## src/rtl/vend_seq_ctrl.sv

```systemverilog
// ---------------------------------------------------------------------------
// vend_seq_ctrl
//   Vend sequencer for the vending-machine credit datapath. Accepts coin
//   strobes, keeps credit as 3-digit BCD {tens,units,jiao}, serves product
//   selections, holds the dispense request until acknowledged (or timed out),
//   and then pays out change one coin at a time.
//
// Ports
//   CLK, RST       clock; asynchronous active-high reset
//   coin_evt[2:0]  one-cycle coin strobes: [0]=0.5 yuan, [1]=1 yuan, [2]=5 yuan
//   sel_evt[1:0]   one-cycle selection strobes: [0]=product A, [1]=product B
//   cancel         one-cycle refund request
//   dispense_ack   actuator done (only looked at while vending)
//   credit_bcd     current credit, BCD
//   disp_num       {8'h00, credit_bcd, 4'h0} for the display driver
//   vend_a/vend_b  dispense level, held until ack or timeout
//   chg_1y/chg_5j  change-coin eject pulses
//   coin_rej       coin returned, not credited
//   sel_nak        selection refused, insufficient credit
//   fault          vend timeout pulse
//   busy           high whenever not accepting
// ---------------------------------------------------------------------------
module vend_seq_ctrl #(
  parameter logic [11:0] PRICE_A  = 12'h025,
  parameter logic [11:0] PRICE_B  = 12'h030,
  parameter int unsigned CHG_GAP  = 8,
  parameter int unsigned VEND_TMO = 1000
) (
  input  logic        CLK,
  input  logic        RST,
  input  logic [2:0]  coin_evt,
  input  logic [1:0]  sel_evt,
  input  logic        cancel,
  input  logic        dispense_ack,
  output logic [11:0] credit_bcd,
  output logic [23:0] disp_num,
  output logic        vend_a,
  output logic        vend_b,
  output logic        chg_1y,
  output logic        chg_5j,
  output logic        coin_rej,
  output logic        sel_nak,
  output logic        fault,
  output logic        busy
);

  localparam int unsigned TW = $clog2(VEND_TMO + 1);
  localparam int unsigned GW = $clog2(CHG_GAP + 1);

  typedef enum logic [1:0] {S_ACCEPT, S_VEND, S_CHANGE} state_t;

  state_t        state_q, state_d;
  logic [11:0]   credit_q, credit_d;
  logic [TW-1:0] tmo_q, tmo_d;
  logic [GW-1:0] gap_q, gap_d;
  logic          vend_a_q, vend_a_d, vend_b_q, vend_b_d;
  logic          chg_1y_q, chg_1y_d, chg_5j_q, chg_5j_d;
  logic          coin_rej_q, coin_rej_d, sel_nak_q, sel_nak_d;
  logic          fault_q, fault_d, busy_q, busy_d;

  // Digit-serial BCD add; bit 12 is the carry out of the tens digit.
  function automatic logic [12:0] bcd_add(input logic [11:0] a, input logic [11:0] b);
    logic [4:0]  s;
    logic        c;
    logic [11:0] r;
    c = 1'b0;
    r = '0;
    for (int unsigned i = 0; i < 3; i++) begin
      s = {1'b0, a[4*i +: 4]} + {1'b0, b[4*i +: 4]} + {4'b0, c};
      if (s > 5'd9) begin
        s = s - 5'd10;
        c = 1'b1;
      end else begin
        c = 1'b0;
      end
      r[4*i +: 4] = s[3:0];
    end
    return {c, r};
  endfunction

  // Digit-serial BCD subtract; bit 12 set means a < b.
  function automatic logic [12:0] bcd_sub(input logic [11:0] a, input logic [11:0] b);
    logic [4:0]  s;
    logic        bw;
    logic [11:0] r;
    bw = 1'b0;
    r  = '0;
    for (int unsigned i = 0; i < 3; i++) begin
      s = {1'b0, a[4*i +: 4]} - {1'b0, b[4*i +: 4]} - {4'b0, bw};
      if (s[4]) begin
        s  = s + 5'd10;
        bw = 1'b1;
      end else begin
        bw = 1'b0;
      end
      r[4*i +: 4] = s[3:0];
    end
    return {bw, r};
  endfunction

  logic [11:0] coin_val, sel_price, vend_price;
  logic [12:0] coin_sum, sel_diff, refund_sum, chg_diff;
  logic        chg_whole;

  always_comb begin
    coin_val = '0;
    case (coin_evt)
      3'b001:  coin_val = 12'h005;
      3'b010:  coin_val = 12'h010;
      3'b100:  coin_val = 12'h050;
      default: coin_val = '0;
    endcase
    sel_price  = sel_evt[0] ? PRICE_A : PRICE_B;
    vend_price = vend_a_q   ? PRICE_A : PRICE_B;
    chg_whole  = (credit_q[11:4] != 8'h00);
    coin_sum   = bcd_add(credit_q, coin_val);
    sel_diff   = bcd_sub(credit_q, sel_price);
    refund_sum = bcd_add(credit_q, vend_price);
    chg_diff   = bcd_sub(credit_q, chg_whole ? 12'h010 : 12'h005);
  end

  always_comb begin
    state_d    = state_q;
    credit_d   = credit_q;
    tmo_d      = tmo_q;
    gap_d      = gap_q;
    vend_a_d   = vend_a_q;
    vend_b_d   = vend_b_q;
    chg_1y_d   = 1'b0;
    chg_5j_d   = 1'b0;
    coin_rej_d = 1'b0;
    sel_nak_d  = 1'b0;
    fault_d    = 1'b0;

    case (state_q)
      S_ACCEPT: begin
        if (cancel) begin
          if (credit_q != '0) begin
            state_d = S_CHANGE;
            gap_d   = '0;
          end
        end else if (coin_evt != '0) begin
          if (!$onehot(coin_evt) || coin_sum[12]) coin_rej_d = 1'b1;
          else                                    credit_d   = coin_sum[11:0];
        end else if (sel_evt != '0) begin
          if (!sel_diff[12]) begin
            credit_d = sel_diff[11:0];
            vend_a_d = sel_evt[0];
            vend_b_d = !sel_evt[0];
            state_d  = S_VEND;
            tmo_d    = '0;
          end else begin
            sel_nak_d = 1'b1;
          end
        end
      end

      S_VEND: begin
        coin_rej_d = (coin_evt != '0);
        if (dispense_ack) begin
          vend_a_d = 1'b0;
          vend_b_d = 1'b0;
          state_d  = (credit_q != '0) ? S_CHANGE : S_ACCEPT;
          gap_d    = '0;
        end else if (tmo_q == TW'(VEND_TMO - 1)) begin
          // Undo the sale: the price goes back into credit and is paid out.
          vend_a_d = 1'b0;
          vend_b_d = 1'b0;
          fault_d  = 1'b1;
          credit_d = refund_sum[11:0];
          state_d  = S_CHANGE;
          gap_d    = '0;
        end else begin
          tmo_d = tmo_q + TW'(1);
        end
      end

      S_CHANGE: begin
        coin_rej_d = (coin_evt != '0);
        // Leave one cycle after the last pulse, once credit reads zero.
        if (credit_q == '0) begin
          state_d = S_ACCEPT;
        end else if (gap_q == '0) begin
          chg_1y_d = chg_whole;
          chg_5j_d = !chg_whole;
          credit_d = chg_diff[11:0];
          gap_d    = GW'(CHG_GAP - 1);
        end else begin
          gap_d = gap_q - GW'(1);
        end
      end

      default: state_d = S_ACCEPT;
    endcase

    busy_d = (state_d != S_ACCEPT);
  end

  always_ff @(posedge CLK or posedge RST) begin
    if (RST) begin
      state_q    <= S_ACCEPT;
      credit_q   <= '0;
      tmo_q      <= '0;
      gap_q      <= '0;
      vend_a_q   <= 1'b0;
      vend_b_q   <= 1'b0;
      chg_1y_q   <= 1'b0;
      chg_5j_q   <= 1'b0;
      coin_rej_q <= 1'b0;
      sel_nak_q  <= 1'b0;
      fault_q    <= 1'b0;
      busy_q     <= 1'b0;
    end else begin
      state_q    <= state_d;
      credit_q   <= credit_d;
      tmo_q      <= tmo_d;
      gap_q      <= gap_d;
      vend_a_q   <= vend_a_d;
      vend_b_q   <= vend_b_d;
      chg_1y_q   <= chg_1y_d;
      chg_5j_q   <= chg_5j_d;
      coin_rej_q <= coin_rej_d;
      sel_nak_q  <= sel_nak_d;
      fault_q    <= fault_d;
      busy_q     <= busy_d;
    end
  end

  assign credit_bcd = credit_q;
  assign disp_num   = {8'h00, credit_q, 4'h0};
  assign vend_a     = vend_a_q;
  assign vend_b     = vend_b_q;
  assign chg_1y     = chg_1y_q;
  assign chg_5j     = chg_5j_q;
  assign coin_rej   = coin_rej_q;
  assign sel_nak    = sel_nak_q;
  assign fault      = fault_q;
  assign busy       = busy_q;

endmodule

```

## config.mk

```make
export PLATFORM = sky130hd
export DESIGN_NAME = vend_seq_ctrl
export DESIGN_NICKNAME = d
export VERILOG_FILES = /design/src/rtl/vend_seq_ctrl.sv
export SDC_FILE = /design/constraint.sdc
export NUM_CORES = 1
export LEC_CHECK = 0
export ABC_AREA = 1
export CAP_MARGIN = 15
export CORE_MARGIN = 5
export CORE_UTILIZATION = 50
export CTS_BUF_LIST = sky130_fd_sc_hd__clkbuf_8 sky130_fd_sc_hd__clkbuf_16
export CTS_CLUSTER_SIZE = 16
export DETAILED_ROUTE_END_ITERATION = 10
export PLACE_DENSITY_LB_ADDON = 0.25
export SETUP_SLACK_MARGIN = 0.1
export SLEW_MARGIN = 20
export SYNTH_ARGS = -nofsm -noshare
export SYNTH_HDL_FRONTEND = slang
export SYNTH_SLANG_ARGS = --single-unit
```

## constraint.sdc

```tcl
create_clock -name CLK -period 5.3 [get_ports CLK]
set_input_delay 0.795 -clock CLK [delete_from_list [all_inputs] [get_ports CLK]]
set_output_delay 0.795 -clock CLK [all_outputs]
set_load 0.005 [all_outputs]
```

; ---- Yosys cells after proc, flatten, opt, wreduce, memory -nomap -nowiden
; Index checks and enable logic that the tools add are counted.
[classes]
muxes = 90
n_reduce_logical = 19
magnitude_cmp = 6
add_sub_neg = 36
n_eq_ne = 22
[op_table]
columns = cell, n
row1 = 12-bit two-way mux, 9
row2 = 4-bit two-way mux, 18
row3 = 10-bit two-way mux, 6
row4 = 1-bit two-way mux, 37
row5 = 12-bit case mux with 3 select lines, 1
row6 = "5-bit by 4-bit > comparator with 1-bit output, second input constant", 6
row7 = "4-bit adder, second input constant", 6
row8 = "4-bit subtractor, second input constant", 6
row9 = "2-bit inequality test, second input constant", 11
row10 = 7-bit case mux with 3 select lines, 1
row11 = 5-bit by 1-bit adder with 5-bit output, 4
row12 = 10-bit case mux with 2 select lines, 1
row13 = 5-bit by 1-bit subtractor with 5-bit output, 4
row14 = 2-bit two-way mux, 9
row15 = 4-bit by 4-bit adder with 5-bit output, 3
row16 = 5-bit two-way mux, 3
row17 = 12-bit logical NOT, 1
row18 = "3-bit inequality test, second input constant", 4
row19 = 4-bit case mux with 3 select lines, 1
row20 = 12-bit nonzero test, 1
row21 = "10-bit by 1-bit adder with 10-bit output, second input constant", 1
row22 = "10-bit == test, second input constant", 1
row23 = "4-bit by 1-bit subtractor with 5-bit output, second input constant", 2
row24 = 4-bit by 4-bit subtractor with 5-bit output, 2
row25 = 27 further kinds, 35
[word_totals]
output_inout_bits = 44
elab_cells = 185
register_bits = 36
inputBits = 9

; ---- Longest topological paths before layout
[depth]
ltp_word = 16
mapped_depth = 37
ltp_nobuf = 37

; ---- Worst setup path after synthesis
; OpenSTA, ideal clock, no wires.
[synth_path]
kind = input-to-reg
startpoint = input coin_evt[0]
endpoint = register credit_q[3], in the netlist credit_bcd[3]
t_required_ps = 5183
stages = 33
arrival_time_ps = 5151
slack_ps = 31
setup_ps = 117
cell_sequence = inv_1 -> nor3_1 -> ha_1 -> ha_1 -> xnor2_1 -> ha_1 -> inv_1 -> nor2_1 -> nor2_1 -> nand2_1 -> nand2_1 -> fa_1 -> ha_1 -> xnor2_1 -> ha_1 -> nand2_1 -> nand3_1 -> nand2_1 -> ha_1 -> ha_1 -> inv_1 -> nand2_1 -> and2_1 -> ha_1 -> nand2_1 -> nand4_2 -> nand3_2 -> nand2_2 -> nand2_4 -> inv_6 -> buf_6 -> nand3_1 -> nand2_1
[synth_via]
elab_chain_cells = 14
word_cells_on_any_way = 30
classes_between = add/sub: 7 / order compare: 3 / eq/ne: 7 / mux: 9 / reduce/logical: 4
[synth_rtl]
columns = element, line
row1 = "start, declared", 31  ; input logic [2:0] coin_evt,
row2 = "3-bit == test, or another cell as far along", 107  ; case (coin_evt)
row3 = 7-bit case mux with 3 select lines, 107
row4 = 4-bit by 4-bit adder with 5-bit output, 69  ; s = {1'b0, a[4*i +: 4]} + {1'b0, b[4*i +: 4]} + {4'b0, c};
row5 = 5-bit by 4-bit > comparator with 1-bit output, 70  ; if (s > 5'd9) begin
row6 = 1-bit two-way mux, 70
row7 = 5-bit by 1-bit adder with 5-bit output, 69
row8 = 5-bit by 4-bit > comparator with 1-bit output, 70
row9 = 1-bit two-way mux, 70
row10 = 5-bit by 1-bit adder with 5-bit output, 69
row11 = 5-bit by 4-bit > comparator with 1-bit output, 70
row12 = 1-bit two-way mux, 70
row13 = 1-bit logical OR, 143  ; if (!$onehot(coin_evt) || coin_sum[12]) coin_rej_d = 1'b1;
row14 = 3-bit inequality test (no source line), -
row15 = 9-bit AND reduction (no source line), -
row16 = "end signal, assigned", 215  ; credit_q <= credit_d;
row17 = "end, declared", 53  ; logic [11:0] credit_q, credit_d;
; Parallel ways exist; a longest one is shown, timed or not. The select of a mux whose other input is x is not followed.
; A chain may end at the register's enable or synchronous reset.

; ---- Final worst setup path
[layout_path]
startpoint = input coin_evt[0]
endpoint = register credit_q[7], in the netlist credit_bcd[7]
; Same word-level chain as after synthesis.

==> impl_metrics.json <==
{
  "status": "completed",
  "fin_skew_ns": 0.0139,
  "antenna_found_initial": 0,
  "fmaxAchievable_mhz": 200,
  "timing.final.crit_share_pct": 94.2,
  "dieHeight_um": 105,
  "start_kind": "input pin",
  "ys_seq_area_share_pct": 19.8,
  "netlist_instances": 682,
  "grt_max_degree": 37,
  "end_kind": "flip-flop",
  "dp_hpwl_um": 9370,
  "cpPeakStageDelay_ns": 0.39,
  "place_area_um2": 5070,
  "ys_ff_latch": 36,
  "p_per_area_nw_per_um2": 729,
  "power_uw": 4010,
  "place_ws_ns": -0.686,
  "r2r-start": "vend_a",
  "stdcell_area_um2": 5510,
  "cts_buffers": 5,
  "ant_nets": 0,
  "grt_pass1_wl_um": 20700,
  "worst_skew_pair.late_latency_ns": 0.30,
  "num_rows": 34,
  "r2r_slack_ns": 0.44,
  "yosysUniqueCellTypes": 42,
  "start_util_pct": 51.6,
  "worstHoldPathCells": 2,
  "drt-total-wl_um": 12600,
  "hold_buffers": 0,
  "cp_max_fo": 6,
  "holdPathEnd": "vend_b",
  "hold_class": "reg -> reg",
  "critical_path_class": "in -> reg",
  "max_slew.worst_pin.slew_ns": 0.625,
  "drcViolationCount": 0,
  "fp.dieW_um": 105,
  "first_pass_iters": 5,
  "die_area_um2": 11100,
  "yosys_warnings": 0,
  "rsz0062_at_grt": "no",
  "drv_slew": 0,
  "cts.sinks": 36,
  "drv_cap": 0,
  "required_ns": 5.49,
  "clk_pin_slew_ns": 0.08,
  "ys.flop_type": "dfrtp_1",
  "nets": 810,
  "n_fill_cell": 805,
  "avgViaCountPerCell": 5.48,
  "via_count": 4672,
  "cts_tree": "done",
  "ctsHtreeMaxLevel": 2,
  "placed_cells": 832,
  "layout_setup_ws_ns": 0.305,
  "final_cell_mix": "nand2_1, inv_1, nand3_1",
  "synth.avg_cell_area_um2": 6.66,
  "cts_root_buf": "clkbuf_8",
  "grt_pass1_vias": 4452,
  "drt_iter0_markers": 316,
  "r2r_cells": 33,
  "boundaryPins": 53,
  "synth-async-reset-ratio_pct": 100,
  "syn_to_final_growth_pct": 21.3,
  "period_minus_slack_ns": 4.99,
  "final_hold_viol_count": 0,
  "startpoint": "coin_evt[0]",
  "final_cell_count_no_fill": 852,
  "drive_above_1_share_pct": 15.9,
  "ir_drop_uv": 551,
  "p_leak_uw": 0.00282,
  "track_usage_pct": 22.4,
  "gp_congestion": 0.960,
  "rr_endpoint": "credit_bcd[10]",
  "mostFrequentLayoutCell": "nand2_1",
  "port_buffers": 40,
  "antenna_cells": 0,
  "grt-ovfl-total": 0,
  "hold_start": "vend_b",
  "synthesis.area_um2": 4540,
  "setup_violations": 0,
  "critPathMostFrequentCell": "nand2_1",
  "critPathArrivalTime_ns": 5.18,
  "coreArea_um2": 8810,
  "wl_per_cell_um": 14.8,
  "worst_path_max_delay_cell": "fa_2",
  "ctsLongestPathBuffers": 2,
  "max_slew_margin_pct": 58.4,
  "synth-edff-count": 0
}
[cells by family (layout without fill, tap and decap cells)]
family,Yosys count,count (layout),share of synthesized area [%]
flops,36,36,19.8
other cells,1,12,0.0826
xor+xnor,19,19,3.66
fa+ha+maj,58,58,16.8
compound gates,85,85,10.9
simple gates,329,329,32.7
buf+inv,154,205,16.0
[flip-flops by register name, indices dropped and copies added, names as in the netlist, 2 cells and up]
register    cells
tmo_q          10
credit_bcd     12
gap_q           4
state_q         2
[final cells by class]
class / count / area (um^2) / share of cell area [%]
Clock buffer: 6 / 82.6 / 1.50
Clock inverter: 2 / 11.3 / 0.204
Inverter: 115 / 439 / 7.97
Multi-Input combinational cell: 503 / 3210 / 58.3
Sequential cell: 36 / 902 / 16.4
Tap cell: 108 / 135 / 2.45
Timing Repair Buffer: 81 / 719 / 13.1
Timing Repair inverter: 1 / 6.26 / 0.114
[cell usage after synthesis, types with 2 or more instances]
library cell  instances  area [um^2]
nand2_1             175          657
inv_1               110          413
nand3_1              76          380
ha_1                 53          663
nor2_1               38          143
dfrtp_1              36          901
o21ai_0              31          155
buf_4                26          195
a21oi_1              24          120
xor2_1               11         96.3
o211ai_1              9         67.6
o31ai_1               8         60.1
xnor2_1               8         70.1
nor3_1                7         35.0
buf_6                 6         67.6
clkbuf_1              6         22.5
nand4_1               6         37.5
fa_1                  5          100
nand3_2               5         50.1
o22ai_1               5         31.3
nand2_2               4         25.0
nor2_4                4         45.0
clkinv_1              3         11.3
or2_2                 3         18.8
a31oi_1               2         12.5
nand2_4               2         22.5
nand3b_1              2         15.0
nor2_2                2         12.5
o21ai_2               2         17.5
[critical path, delay by kind of cell]
family | cells | cell delay (ns)
XOR/XNOR | 2 | 0.32
adder cells (fa/ha/maj) | 8 | 1.68
buffers and inverters | 6 | 0.65
AND/OR/NAND/NOR | 20 | 1.76
[stage by stage]
step / TNS (ns) / util, % / hold slack (ns)
after global placement: -6.21 / 57.5 / 0.466
after detailed placement: -8.61 / 57.5 / 0.490
after CTS: 0 / 60.6 / 0.511
final: 0 / 62.5 / 0.501
after global routing: 0 / 62.5 / 0.545
after floorplan: 0 / - / 0.475
[where the power goes]
group	internal (uW)	total, uW	switching [uW]
Combinational	1420	3260	1840
Clock	104	213	109
Sequential	377	540	163
Total	1900	4010	2110
[what timing repair did]
item	in CTS	in global routing
gates cloned	1	0
resized for setup	34	28
setup endpoints to repair	13	13
pin swaps	15	14
setup buffers	3	8
hold endpoints to repair	0	0
[how the worst max path moves through the flow]
| stage | to | slack, ns | cells after the start |
|---|---|---|---|
| final | credit_bcd[7] | 0.31 | 36 |
| after global placement | credit_bcd[0] | -0.50 | 35 |
| after detailed placement | credit_bcd[7] | -0.69 | 36 |
| after global routing | credit_bcd[10] | 0.009 | 36 |
| after floorplan | credit_bcd[3] | 0.15 | 33 |
| after CTS | credit_bcd[9] | 0.10 | 36 |
[layer usage]
layer	GRT usage [%]	share of wire, %	vias to the layer above
li1	-	-	2293
met1	29.8	44	2167
met2	37.5	47	178
met3	3.30	6.1	34
met4	7.31	2.4	0
met5	0	0	-
(Power assumes the default switching activity.)
